### config.mk
export PLATFORM = sky130hd
export DESIGN_NAME = addsub_seq
export DESIGN_NICKNAME = d
export VERILOG_FILES = /design/src/rtl/addsub_seq.sv
export SDC_FILE = /design/constraint.sdc
export NUM_CORES = 1
export LEC_CHECK = 0
export BUFFER_PORTS_ARGS = -buffer_cell sky130_fd_sc_hd__buf_4
export CAP_MARGIN = 0
export CORE_ASPECT_RATIO = 1.25
export CORE_UTILIZATION = 35
export CTS_CLUSTER_SIZE = 16
export DETAILED_ROUTE_END_ITERATION = 7
export SYNTH_ARGS = -nofsm -noshare
export SYNTH_HDL_FRONTEND = slang
export SYNTH_SLANG_ARGS = --single-unit
### constraint.sdc
create_clock -name clk -period 2 [get_ports clk]
set_input_delay 0.3 -clock clk [delete_from_list [all_inputs] [get_ports clk]]
set_output_delay 0.3 -clock clk [all_outputs]
set_load 0.02 [all_outputs]
### src/rtl/addsub_seq.sv
// addsub_seq: wide add/subtract built from NUM passes through a shared
// WIDTH-bit add/sub unit, one chunk per cycle, LSB chunk first.
module addsub_seq #(
    parameter int WIDTH = 4,
    parameter int NUM   = 4
) (
    input  logic                   clk,
    input  logic                   rst,
    input  logic                   req_valid,
    output logic                   req_ready,
    input  logic [WIDTH*NUM-1:0]   req_a,
    input  logic [WIDTH*NUM-1:0]   req_b,
    input  logic                   req_sub,
    input  logic                   req_cin,
    output logic [WIDTH-1:0]       dp_a,
    output logic [WIDTH-1:0]       dp_b,
    output logic                   dp_cin,
    output logic                   dp_sub,
    input  logic [WIDTH-1:0]       dp_sum,
    input  logic                   dp_cout,
    output logic                   rsp_valid,
    input  logic                   rsp_ready,
    output logic [WIDTH*NUM-1:0]   rsp_result,
    output logic                   rsp_cout,
    output logic                   rsp_ovf,
    output logic                   busy
);

    localparam int OW = WIDTH * NUM;
    localparam int IW = (NUM > 1) ? $clog2(NUM) : 1;

    localparam logic [1:0] IDLE = 2'd0;
    localparam logic [1:0] RUN  = 2'd1;
    localparam logic [1:0] DONE = 2'd2;

    logic [1:0]    state_q, state_d;
    logic [IW-1:0] idx_q, idx_d;
    logic          carry_q, carry_d;
    logic          sub_q, sub_d;
    logic [OW-1:0] a_q, a_d;
    logic [OW-1:0] b_q, b_d;
    logic [OW-1:0] res_q, res_d;

    logic in_run;
    logic in_done;
    logic last;
    logic ovf_raw;

    assign in_run  = (state_q == RUN);
    assign in_done = (state_q == DONE);
    assign last    = (idx_q == IW'(NUM - 1));

    // Shared unit is only driven while a chunk is actually being computed.
    always_comb begin
        dp_a   = '0;
        dp_b   = '0;
        dp_cin = 1'b0;
        dp_sub = 1'b0;
        if (in_run) begin
            dp_a   = a_q[idx_q*WIDTH +: WIDTH];
            dp_b   = b_q[idx_q*WIDTH +: WIDTH];
            dp_cin = carry_q;
            dp_sub = sub_q;
        end
    end

    // Overflow from sign bits of the operands and the finished result.
    always_comb begin
        if (sub_q) begin
            ovf_raw = (a_q[OW-1] != b_q[OW-1]) && (res_q[OW-1] != a_q[OW-1]);
        end else begin
            ovf_raw = (a_q[OW-1] == b_q[OW-1]) && (res_q[OW-1] != a_q[OW-1]);
        end
    end

    assign req_ready  = (state_q == IDLE);
    assign busy       = (state_q != IDLE);
    assign rsp_valid  = in_done;
    assign rsp_result = in_done ? res_q : '0;
    assign rsp_cout   = in_done ? carry_q : 1'b0;
    assign rsp_ovf    = in_done ? ovf_raw : 1'b0;

    // Next-state: accept in IDLE, ripple one chunk per RUN cycle, hold in DONE.
    always_comb begin
        state_d = state_q;
        idx_d   = idx_q;
        carry_d = carry_q;
        sub_d   = sub_q;
        a_d     = a_q;
        b_d     = b_q;
        res_d   = res_q;
        case (state_q)
            IDLE: begin
                if (req_valid) begin
                    a_d     = req_a;
                    b_d     = req_b;
                    sub_d   = req_sub;
                    carry_d = req_cin;
                    idx_d   = '0;
                    res_d   = '0;
                    state_d = RUN;
                end
            end
            RUN: begin
                res_d[idx_q*WIDTH +: WIDTH] = dp_sum;
                carry_d = dp_cout;
                if (last) begin
                    state_d = DONE;
                end else begin
                    idx_d = idx_q + IW'(1);
                end
            end
            DONE: begin
                if (rsp_ready) begin
                    state_d = IDLE;
                end
            end
            default: begin
                state_d = IDLE;
            end
        endcase
    end

    // State registers; reset abandons any operation in flight.
    always_ff @(posedge clk or posedge rst) begin
        if (rst) begin
            state_q <= IDLE;
            idx_q   <= '0;
            carry_q <= 1'b0;
            sub_q   <= 1'b0;
            a_q     <= '0;
            b_q     <= '0;
            res_q   <= '0;
        end else begin
            state_q <= state_d;
            idx_q   <= idx_d;
            carry_q <= carry_d;
            sub_q   <= sub_d;
            a_q     <= a_d;
            b_q     <= b_d;
            res_q   <= res_d;
        end
    end

endmodule

==> results_dict.tcl <==
set metrics [dict create \
    fmax_ghz 0.513 \
    yosysUniqueCellTypes 28 \
    dp_slack_ns 0.189 \
    yosysMostFrequentCell "dfrtp_1" \
    path_depth 4 \
    critical-path-top-delay-family "multiplexers" \
    crit_path_end_kind "output port" \
    crit_slowest_cell "mux4_2" \
    grt_setup_unrepaired "yes" \
    grt_use_total_pct 14.5 \
    clockBufferDepth 2 \
    drt-total-wl_um 5640 \
    hpwl_um 4080 \
    postRouteAntennaNets 0 \
    syn_to_final_growth_pct 28.4 \
    die_h_um 102 \
    crit_required_ns 1.70 \
    yosysTopAreaCell "dfrtp_1" \
    synth.avg_cell_area_sq_um 14.4 \
    startpoint_type "register" \
    totalPowerFinal_mw 5.57 \
    cts_hold_buf 0 \
    synth_edf_count 0 \
    drive_gt1_share_pct 56.2 \
    clkTransAtPathRegs_ns 0.10 \
    worst_pin_slew_ns 0.571 \
    skew_ns 0.00564 \
    endpoint "dp_b[2]" \
    wire_per_inst_um 15.2 \
    dr.pass1.iters 4 \
    globalplace.congestion 0.739 \
    clock-sinks 54 \
    p_leak_nw 1.74 \
    max_slew_margin_pct 61.9 \
    synthCells 196 \
    numPortBuffers 73 \
    final.setup.tns_ns 0 \
    setup_viol 0 \
    insertion_delay_ns 0.31 \
    hp-class "input pin to async pin" \
    synthTopCellsByArea "dfrtp_1 (48%), mux2_4 (15%), and2_1 (6.0%), a22o_1 (5.0%), mux4_2 (4.8%)" \
    drc 0 \
    slowest_delay_ns 0.50 \
    core.rowCount 36 \
    syn_area_sq_um 2830 \
    h-tree-depth 2 \
    synth_top_area_share_pct 47.8 \
    cts_buffers 5 \
    drt-initial-drc-count 69 \
    period_minus_slack_ns 1.95 \
    holdWs_ns 0.0468 \
    ys_ff_latch 54 \
    synth_ff_type "dfrtp_1" \
    ir_worst_vdd_mv 0.785 \
    vias_per_cell 4.84 \
    ys_seq_area_share_pct 47.8 \
    slew_violations 0 \
    routed-via-count 1797 \
    layout_setup_ws_ns 0.0512 \
    grt_pass1_wl_um 9110 \
    async_flop_share_pct 100 \
    grt_pass1_vias 1833 \
    min_period_over_period_pct 97.4 \
    synth_top_cells_by_count "dfrtp_1 (54), mux2_4 (28), and2_1 (27), a22o_1 (16), nand2_1 (9)" \
    final_nets 324 \
    antenna_found_initial 0 \
    reg2reg_depth 7 \
    crit_arrival_ns 1.65 \
    synth_fp_nets 245 \
    finalNonFillerCells 371 \
    r2r_start "idx_q[0]$_DFFE_PP0P_" \
    die_x_um 82.4 \
    start_util_pct 36.3 \
    ys_warn_count 0 \
    crit_type "register to output port" \
    power.density_nw_per_um2 1530 \
    ioPinCount 74 \
    dieArea_sq_um 8450 \
    hold_violations 0 \
    grt_overflow 0 \
    n_antenna_cell 0 \
    grt_max_degree 37 \
    crit_buf_inv 2 \
    path_max_fanout 8 \
    max_cap_violations 0 \
    cts_tree "built" \
    cts_root_buf "clkbuf_8" \
    rr_endpoint "res_q[13]$_DFFE_PP0P_" \
    crit_path_start "idx_q[0]$_DFFE_PP0P_" \
    cp_cell_sequence "buf_12, mux4_2, and2_4, buf_6" \
    dp_cells 360 \
    r2r_slack_ns 0.12 \
    status "completed" \
    core_area_sq_um 7790 \
]
-- through the flow --
step / util (%) / area (sq um)
2_1_floorplan: - / 2830
3_3_place_gp: 44.4 / 3460
3_5_place_dp: 44.4 / 3460
4_1_cts: 46.0 / 3580
5_1_grt: 46.6 / 3630
6_report: 46.6 / 3630
-- registers in the layout (all words and copies together), names as in the netlist --
register,cells
a_q,16
b_q,16
res_q,16
idx_q,2
state_q,2
carry_q,1
sub_q,1
-- where the power goes --
group | internal, mW | total [mW] | switching (mW) | leakage (nW)
Combinational | 1.76 | 3.00 | 1.24 | 1.02
Sequential | 1.57 | 1.93 | 0.357 | 0.667
Clock | 0.279 | 0.642 | 0.363 | 0.0472
Total | 3.61 | 5.57 | 1.96 | 1.74
-- worst reg2reg max path, delay by kind of cell, from the launching register on --
family	cells	cell delay, ns
AO/OA/AOI/OAI	1	0.18
adder cells (fa/ha/maj)	1	0.32
flip-flops	1	0.45
buffers and inverters	3	0.43
AND/OR/NAND/NOR	2	0.44
-- cell type report --
| type | instances | area (sq um) |
|---|---|---|
| fillers | 728 | 4160 |
| multi-input cells | 126 | 1370 |
| flip-flops and latches | 54 | 1360 |
| repair buffers | 82 | 667 |
| well taps | 95 | 119 |
| clock buffers | 6 | 82.6 |
| inverters | 6 | 25.0 |
| clock inverters | 2 | 12.5 |
-- worst min path at each step --
stage          startpoint  slack (ns)                     end  cells past startpoint
5_1_grt               rst        0.09    res_q[9]$_DFFE_PP0P_                      2
4_1_cts               rst        0.07    idx_q[0]$_DFFE_PP0P_                      2
3_3_place_gp          rst        0.40   res_q[11]$_DFFE_PP0P_                      2
6_report              rst        0.05   res_q[11]$_DFFE_PP0P_                      2
2_1_floorplan   rsp_ready        0.41  state_q[1]$_DFFE_PP0P_                      1
3_5_place_dp          rst        0.41   res_q[11]$_DFFE_PP0P_                      2
-- layout by cell type, fill, tap and decap left out, types with 5 or more instances in the layout --
cell	netlist	layout
nand2_1	9	9
mux4_2	6	8
dfrtp_1	54	51
mux2_4	28	28
a22o_1	16	16
buf_6	3	7
and2_4	0	7
mux2_2	6	6
clkbuf_8	0	6
and2_1	27	20
buf_4	0	73
ha_1	6	5
-- logic make-up after synthesis --
logic type,count (synthesis),share of synthesized area [%]
buf+inv,16,4.73
xor+xnor,1,0.310
mux,43,24.2
fa+ha+maj,6,2.65
flops,54,47.8
compound gates,24,6.81
simple gates,52,13.5
-- repair_timing --
item,4_1_cts,5_1_grt
endpoints found under the hold margin,0,0
resized for setup,3,20
setup buffers,3,0
setup endpoints to repair,23,19
pin swaps,1,7
-- per-layer routing --
metal | global-route usage [%] | vias up | wire [um]
li1 | - | 851 | -
met5 | 0 | - | 0
met1 | 19.7 | 872 | 2400
met3 | 4.16 | 6 | 442
met4 | 4.18 | 0 | 51
met2 | 22.5 | 68 | 2740
(Power assumes the default switching activity.)
